$ cat src/rtl/nf_cf_array.sv
// Pipelined evaluator of table-defined quadratic component functions over three-share nibbles.
// Every function output is registered on its own before any cross-function XOR (glitch barrier).
module nf_cf_array #(
    parameter int CHANNELS = 16,
    parameter int NUM_FN = 18,
    parameter int GROUP = 6,
    parameter int OUT_REG = 1,
    parameter logic [NUM_FN*21-1:0] FN_TABLE = '0,
    localparam int OUT_W = NUM_FN / GROUP
) (
    input  logic                        clk,
    input  logic                        rst,
    input  logic                        flush,
    input  logic                        in_valid,
    output logic                        in_ready,
    input  logic [12*CHANNELS-1:0]      in_x,
    output logic                        out_valid,
    input  logic                        out_ready,
    output logic [OUT_W*CHANNELS-1:0]   out_q
);

    if (NUM_FN % GROUP != 0) begin : g_bad_group
        $fatal(1, "nf_cf_array: NUM_FN must be a multiple of GROUP");
    end

    logic [CHANNELS*NUM_FN-1:0] f_all;
    logic [CHANNELS*NUM_FN-1:0] s1;
    logic [CHANNELS*OUT_W-1:0]  comp;
    logic                       v1;
    logic                       s1_drain;
    logic                       load1;

    for (genvar n = 0; n < CHANNELS; n++) begin : g_lane
        logic [11:0] x;
        assign x = in_x[12*n +: 12];

        for (genvar k = 0; k < NUM_FN; k++) begin : g_fn
            localparam logic [20:0] ENT = FN_TABLE[21*k +: 21];
            localparam logic        CONST_BIT = ENT[20];
            localparam logic [11:0] MASK = ENT[19:8];
            localparam int          IDX_I = int'(ENT[7:4]);
            localparam int          IDX_J = int'(ENT[3:0]);
            logic prod;
            // Out-of-range product indices disable the quadratic term; i == j degenerates to x[i].
            if (IDX_I < 12 && IDX_J < 12) begin : g_prod
                assign prod = x[IDX_I] & x[IDX_J];
            end else begin : g_no_prod
                assign prod = 1'b0;
            end
            assign f_all[n*NUM_FN + k] = CONST_BIT ^ (^(MASK & x)) ^ prod;
        end

        for (genvar m = 0; m < OUT_W; m++) begin : g_cmp
            assign comp[n*OUT_W + m] = ^s1[n*NUM_FN + GROUP*m +: GROUP];
        end
    end

    // Handshake: a beat transfers on an edge where valid & ready are both high. Ready may depend
    // combinationally on the downstream ready; valid never depends on ready. Flush kills all
    // valid flags and blocks every data-register load for that edge.
    assign in_ready = !v1 | s1_drain;
    assign load1    = in_valid & in_ready & !flush;

    always_ff @(posedge clk or posedge rst) begin
        if (rst) begin
            v1 <= 1'b0;
            s1 <= '0;
        end else begin
            if (flush) begin
                v1 <= 1'b0;
            end else if (in_ready) begin
                v1 <= in_valid;
            end
            if (load1) begin
                s1 <= f_all;
            end
        end
    end

    if (OUT_REG != 0) begin : g_s2
        logic                      v2;
        logic [CHANNELS*OUT_W-1:0] s2;

        assign s1_drain  = !v2 | out_ready;
        assign out_valid = v2;
        assign out_q     = s2;

        always_ff @(posedge clk or posedge rst) begin
            if (rst) begin
                v2 <= 1'b0;
                s2 <= '0;
            end else begin
                if (flush) begin
                    v2 <= 1'b0;
                end else if (s1_drain) begin
                    v2 <= v1;
                end
                if (v1 & s1_drain & !flush) begin
                    s2 <= comp;
                end
            end
        end
    end else begin : g_no_s2
        assign s1_drain  = out_ready;
        assign out_valid = v1;
        assign out_q     = comp;
    end

endmodule

$ cat config.mk
export PLATFORM = sky130hd
export DESIGN_NAME = nf_cf_array
export DESIGN_NICKNAME = d
export VERILOG_FILES = /design/src/rtl/nf_cf_array.sv
export SDC_FILE = /design/constraint.sdc
export NUM_CORES = 1
export LEC_CHECK = 0
export BUFFER_PORTS_ARGS = -buffer_cell sky130_fd_sc_hd__buf_2
export CORE_AREA = 2 2 96 98
export CTS_CLUSTER_SIZE = 40
export DETAILED_ROUTE_END_ITERATION = 10
export DIE_AREA = 0 0 98 100
export GPL_TIMING_DRIVEN = 0
export PLACE_DENSITY_LB_ADDON = 0.08
export SYNTH_ARGS = -nofsm -noshare
export SYNTH_HDL_FRONTEND = slang
export SYNTH_SLANG_ARGS = --single-unit
$ cat constraint.sdc
create_clock -name clk -period 0.8 [get_ports clk]
set_clock_uncertainty 0.1 [all_clocks]
set_input_delay 0.16 -clock clk [delete_from_list [all_inputs] [get_ports clk]]
set_output_delay 0.16 -clock clk [all_outputs]
set_load 0.01 [all_outputs]
Yosys cells after proc, flatten, opt, wreduce, memory -nomap -nowiden:

Cells that the tools add are included.

* register bits after elaboration: 321
* input port bits: 197
* output and inout port bits: 50
* logic and storage cells: 67

* mux-type cells: 4
* bitwise gates (word level): 6
* reductions and logical operators: 53

Operators by type and width (number)
* $reduce_xor 6->1: 48
* $and 1x1->1: 4
* $mux 1: 4
* $reduce_bool 2->1: 2
* $logic_not 1->1: 3
* $or 1x1->1: 2

Logic depth before layout (Yosys ltp):

Gate-level depths: netlist of run 1.

* word-level depth: 5
* depth in mapped cells: 2
* depth with buffers taken out: 2

Least setup slack after synthesis of run 1:

OpenSTA, ideal clock, no wires.

* kind: register -> register
* from: reg g_s2.v2, in the netlist out_valid
* to: reg v1
* setup time: 0.073 ns
* arrival time: 0.666 ns
* required time: 0.627 ns
* slack: -0.039 ns
* stages on the path, launching flop included: 3
* buffers on the path: 0
* clock period less this slack: 0.839 ns
* cell sequence: dfrtp_1 nand3b_4 a21oi_2

* cells in the longest elaborated chain, start to end: 4

RTL lines
* from (decl): line 81 `logic v2;`
* from (signal assigned): line 96 `v2 <= v1;`
* $logic_not 1->1: line 84 `assign s1_drain = !v2 | out_ready;`
* $or 1x1->1: line 84
* $or 1x1->1: line 61 `assign in_ready = !v1 | s1_drain;`
* via in_ready: line 15 `output logic in_ready,`
* $reduce_bool 2->1 (no line)
* to (signal assigned): line 72 `v1 <= in_valid;`
* to (decl): line 29 `logic v1;`

The timed path passes the listed nets, and every way through them passes these cells.
A chain may end at the register's enable or synchronous reset.

Worst setup path in the final report of run 1:

* from: reg g_s2.v2, in the netlist out_valid
* to: out in_ready

* cells in the longest elaborated chain, start to end: 3

RTL lines (line)
* $logic_not 1->1: 84
* $or 1x1->1: 84
* $or 1x1->1: 61
* to (decl): 15

Every way passes these cells.

==> metrics.txt, run 1 <==
via-per-instance ratio=1.638; layout cells sized above 1=54.70%; Final Total Pwr=~0.85 mW; I/O pins=247; hold path startpoint=flush; count of cell types in the netlist=8; Pwr Density=945.1 mW/mm²; most frequent cells in the layout=buf_4 (50), conb_1 (48), buf_2 (4); maximum clock frequency=between 900 and 1000 MHz; core box area=between 0.008 and 0.009 mm²; worst endpoint data arrival time=0.83 ns; Synth Area in Simple Gates=5.645%; largest net degree at the start of global routing=4; Lkg Pwr=0.5477 nW; H-tree depth=1; area added between synthesis and finish=92.74%; Required @ worst endpoint=0.54 ns; Critical Path, Cell by Cell=nand3b_4, buf_6; gpl congestion=0.6026; failing checks=negative setup slack; Slew Viols, Final=0; clock buffer depth=2; #FFs+latches synth=2; DR vias=375; max incr delay on CP=0.43 ns; YS warnings=0; Post-Layout Cell Count=~230; reg2reg setup slack=-0.09 ns; Root Buffer=clkbuf_8; r2r startpoint=out_valid$_DFFE_PP0P_; post-synthesis cell count=58; WL final=1061 µm; mapped cell area=465.4 µm²; Hold Path Stages=2; Finished Cell Area=897.1 µm²; final count of negative-setup-slack endpoints=4; status=complete, but fails checks; unrepaired setup endpoints after global routing=yes; IO buf count=6; Overflow after GRT=0; Fillers=about 1,100; Worst setup EP type=primary output; Avg Inst Size Synth=8.025 µm²; Die Area=0.009800 mm²; cts bufs inserted=3; worst hold path type=primary input to register; fin util=just over 10%; global-route wire length before repair=between 1000 and 1500 µm; max_cap viols=0; Post-Synth XOR/XNOR Area=0%; CP Class=register to primary output; FF-to-FF End=v1$_DFFE_PP0P_; Initial Utilization=5.236%; placed inst area=810.8 µm²; fin crit period=1.088 ns; largest family of logic cells by synthesized area=buffers and inverters; Global Route Usage Sum=approximately 1.8%; Die Y=100 µm; number of global-route vias before repair=326; Die Width=slightly below 100 µm; Peak VDD IR=0.2636 mV; hold_ws=~0.028 ns; worst-path maximum fanout=3; std cell rows=35; Clk Latency, worst-skew pair=0.21 ns; critical path launch point type=register; CP max-delay cell=dfrtp_2; 1st-iter DRT viols=1; clock slew at reported path FFs=0.03 ns; CP startpoint=out_valid$_DFFE_PP0P_; worst slack at placement=-0.08059 ns; proportion of synthesized area in mux cells=0%; Final ANT Viol Nets=0; commonest non-fill, non-tap cell in the layout=buf_4; r2r worst-path depth=3; WHS Endpoint=v1$_DFFE_PP0P_; post-synthesis adder-cell area fraction=0%; crit share post-route=136.0%; Initial DRT Pass Iterations=2; clock sinks=2; Net count, final=roughly 320; Routed wire per std cell=approximately 4.6 µm; # DRC=0; setup TNS=-0.6503 ns; post-placement cell count=222; Compound-Gate Fraction of Synth Area=2.957%; post-synthesis sequential area ratio=10.75%; initial antenna violation count=1; TritonCTS clock tree=yes; hpwl dp=959.9 µm; final hold vios=0; post-route setup slack=-0.2879 ns
[timing repair]
action,CTS,global route
endpoints found under the hold margin,2,0
pin swaps,1,1
endpoints found under the setup margin,2,4
hold buffers,1,0
resized for setup,1,5
setup buffers,1,1
[power by group]
| part | switching [mW] | internal, mW | leakage (nW) |
|---|---|---|---|
| sequential | 0.00753 | 0.108 | 0.0247 |
| clock | 0.0782 | 0.318 | 0.0216 |
| combinational | 0.156 | 0.180 | 0.501 |
[cell families after synthesis]
kind of cell / after synthesis
DFF: 2
and+or+nand+nor: 2
AOI/OAI and AO/OA: 2
other: 1
buffers and inverters: 51
[state kept, by name (all words and copies together), names as in the netlist]
register,flops
out_valid,1
v1,1
[cell type report]
class / count / area [µm²] / area share [%]
clock buffers: 3 / 41.29 / 4.603
diodes: 1 / 2.502 / 0.2789
multi-input cells: 52 / 224.0 / 24.97
inverters: 3 / 11.26 / 1.255
repair buffers: 9 / 67.56 / 7.531
plain buffers: 48 / 360.3 / 40.17
flip-flops and latches: 2 / 51.30 / 5.718
well taps: 111 / 138.9 / 15.48
[worst max-delay path by stage]
| stage | cells past startpoint | slack, ns | to |
|---|---|---|---|
| after floorplan | 2 | -0.02 | v1$_DFFE_PP0P_ |
| after global placement | 2 | -0.08 | in_ready |
| after detailed placement | 2 | -0.08 | in_ready |
| after CTS | 2 | -0.30 | in_ready |
| after global routing | 2 | -0.31 | in_ready |
| final | 2 | -0.29 | in_ready |
[synthesized netlist by cell type (all sizes together)]
| master | number | area share (%) |
|---|---|---|
| buf | 48 | 77 |
| nand3b | 1 | 4.3 |
| nand2b | 1 | 1.3 |
| inv | 3 | 2.4 |
| a21oi | 2 | 3.0 |
| dfrtp | 2 | 11 |
| conb | 1 | 0.81 |
[metal layers]
metal	share of wire (%)	vias to the layer above	global-route usage, %	wire length, µm
met5	0	-	0	0
met1	37	137	1.769	395
met2	33	39	1.791	345
met4	0.57	0	0.9615	6
met3	30	2	2.855	314
li1	-	197	-	-
[critical path, delay by kind of cell, from the launching register on]
family        cells  cell delay, ns
flops             1            0.43
buf+inv           1            0.10
simple gates      1            0.09
Note: power is estimated with default switching activity, not from simulation.
==> run 2, diff against run 1 <==
- ABC_AREA: not set -> 1
- CORE_AREA: 2 2 96 98 -> 2 2 95 97
- DIE_AREA: 0 0 98 100 -> 0 0 97 99
==> metrics.txt, run 2 <==
status=complete, but fails checks (unchanged); failing checks=negative setup slack (unchanged); fin util=10.24% (was 10.09%); count leader, synth=buf_4 (unchanged); Peak VDD IR=0.1306 mV (was 0.2636 mV); Clk Latency, worst-skew pair=0.21 ns (about the same); reg2reg setup slack=-0.10 ns (was -0.09 ns); Net count, final=318 (was 316); placed inst area=799.5 µm² (was 810.8 µm²); unrepaired setup endpoints after global routing=yes (unchanged); Critical Path, Cell by Cell=nand3_2, buf_6 (was nand3b_4, buf_6); setup TNS=-0.6387 ns (was -0.6503 ns); I/O pins=247 (unchanged); number of global-route vias before repair=382 (was 326); mapped cell area=452.9 µm² (was 465.4 µm²); maximum clock frequency=959.0 MHz (was 919.2 MHz); CP Buf/Inv Count=1 (unchanged); core box area=0.008551 mm² (was 0.008890 mm²); Overflow after GRT=0 (unchanged); post-synthesis sequential area ratio=11.05% (was 10.75%); critical path launch point type=register (unchanged); H-tree depth=1 (unchanged); Pwr Density=955.3 mW/mm² (was 945.1 mW/mm²); hold path startpoint=flush (unchanged); max incr delay on CP=0.37 ns (was 0.43 ns); Routed wire per std cell=4.678 µm (was 4.633 µm); clock sinks=2 (unchanged); final hold vios=0 (unchanged); Initial DRT Pass Iterations=2 (unchanged); r2r worst-path depth=3 (unchanged); Die Width=97 µm (was 98 µm); area added between synthesis and finish=93.37% (was 92.74%); WHS Endpoint=out_valid$_DFFE_PP0P_ (was v1$_DFFE_PP0P_); most frequent cells in the layout=buf_4 (50), conb_1 (48), buf_2 (5) (was buf_4 (50), conb_1 (48), buf_2 (4)); Root Buffer=clkbuf_8 (unchanged); count of cell types in the netlist=9 (was 8); commonest cells in the netlist=buf_4 (48), inv_1 (3), dfrtp_1 (2), nand2_1 (2) (was buf_4 (48), inv_1 (3), dfrtp_1 (2)); TritonCTS clock tree=yes (unchanged); cts bufs inserted=3 (unchanged); std cell rows=34 (was 35); Avg Inst Size Synth=7.549 µm² (was 8.025 µm²); CP Class=register to primary output (unchanged); post-route setup slack=-0.2428 ns (was -0.2879 ns); Final ANT Viol Nets=0 (unchanged); dominant synthesized flop cell=dfrtp_1 (unchanged); IO buf count=6 (unchanged); final count of negative-setup-slack endpoints=4 (unchanged); # DRC=0 (unchanged); via-per-instance ratio=1.683 (was 1.638); WL final=1062 µm (was 1061 µm); post-synthesis cell count=60 (was 58); Hold Path Stages=2 (unchanged); global-route wire length before repair=1573 µm (was 1373 µm); 1st-iter DRT viols=1 (unchanged); worst-path maximum fanout=3 (unchanged); Slew Viols, Final=0 (unchanged); Finished Cell Area=875.8 µm² (was 897.1 µm²); crit share post-route=130.3% (was 136.0%); Global Route Usage Sum=2.178% (was 1.842%); area leader, netlist=buf_4 (unchanged); fin crit period=1.043 ns (was 1.088 ns); max_cap viols=0 (unchanged); worst hold path type=primary input to register (unchanged); FF-to-FF End=out_valid$_DFFE_PP0P_ (was v1$_DFFE_PP0P_); Die Y=99 µm (was 100 µm); worst endpoint data arrival time=0.78 ns (was 0.83 ns); top post-synthesis cells by area=buf_4 (80%), dfrtp_1 (11%), inv_1 (2.5%) (was buf_4 (77%), dfrtp_1 (11%), nand3b_4 (4.3%)); r2r startpoint=out_valid$_DFFE_PP0P_ (unchanged); Worst path top cell family by delay=flip-flops (unchanged); CP max-delay cell=dfrtp_1 (was dfrtp_2); initial antenna violation count=0 (was 1); hold_ws=0.03310 ns (was 0.02773 ns); worst slack at placement=-0.07569 ns (was -0.08059 ns); clock buffer depth=2 (unchanged); Synth top area share=79.56% (was 77.42%); Async SR Flop Fraction=100.0% (unchanged); layout cells sized above 1=51.26% (was 54.70%); Initial Utilization=5.297% (was 5.236%); EDFF count, synth=0 (unchanged); clock slew at reported path FFs=0.03 ns (about the same); Die Area=0.009603 mm² (was 0.009800 mm²); gpl congestion=0.5901 (was 0.6026); DR vias=382 (was 375); largest net degree at the start of global routing=4 (unchanged); YS warnings=0 (unchanged); Lkg Pwr=0.5350 nW (was 0.5477 nW); #FFs+latches synth=2 (unchanged); commonest non-fill, non-tap cell in the layout=buf_4 (unchanged); Required @ worst endpoint=0.54 ns (about the same); Worst setup EP type=primary output (unchanged); ANT cells=0 (was 1)
run 2: layer usage:
layer	wire, µm	vias up	part of all wire [%]	track usage, %
li1	-	203	-	-
met1	263	139	25	1.448
met2	500	38	47	3.205
met3	275	2	26	2.057
met4	22	0	2.1	2.600
met5	0	-	0	0
run 2: kinds of logic (layout without fill, tap and decap cells):
logic type / after synthesis / count (layout) / share of synthesized area [%]
buf+inv: 51 / 63 / 82.04
simple gates: 5 / 5 / 4.972
flops: 2 / 2 / 11.05
other cells: 1 / 48 / 0.8279
compound gates: 1 / 1 / 1.104
run 2: worst max-delay path by stage:
| stage | cells past startpoint | slack, ns | endpoint | startpoint |
|---|---|---|---|---|
| 2_1_floorplan | 2 | -0.01 | out_valid$_DFFE_PP0P_ | out_valid$_DFFE_PP0P_ |
| 3_3_place_gp | 2 | -0.07 | in_ready | out_valid$_DFFE_PP0P_ |
| 3_5_place_dp | 2 | -0.08 | in_ready | out_valid$_DFFE_PP0P_ |
| 4_1_cts | 2 | -0.26 | in_ready | out_valid$_DFFE_PP0P_ |
| 5_1_grt | 2 | -0.31 | in_ready | out_valid$_DFFE_PP0P_ |
| 6_report | 2 | -0.24 | in_ready | out_valid$_DFFE_PP0P_ |
run 2: layout make-up:
cell class	instances	area, µm²
fill	998	7675
clock buffer	3	41.29
inverter	3	11.26
tap	108	135.1
buffer	48	360.3
multi-input combinational	54	216.5
sequential	2	50.05
timing repair buffer	9	61.31
run 2: stage by stage:
step / total power [mW] / std cells
floorplan: 0.3986 / 107
global placement: 0.4174 / 221
detailed placement: 0.4172 / 221
CTS: 0.8370 / 227
global route: 0.9096 / 227
finish: 0.8367 / 227
run 2: power breakdown:
part,switching (mW),internal (mW),leakage [nW]
clock network,0.0707,0.317,0.0216
logic,0.160,0.176,0.487
registers,0.00448,0.108,0.0262
total,0.235,0.601,0.535
run 2: repair_timing:
| action | in CTS | in global routing |
|---|---|---|
| endpoints found under the setup margin | 3 | 4 |
| hold endpoints to repair | 2 | 0 |
| setup buffers | 2 | 0 |
| hold buffers | 1 | 0 |
| pin swaps | 1 | 0 |
| gates resized for setup | 2 | 0 |
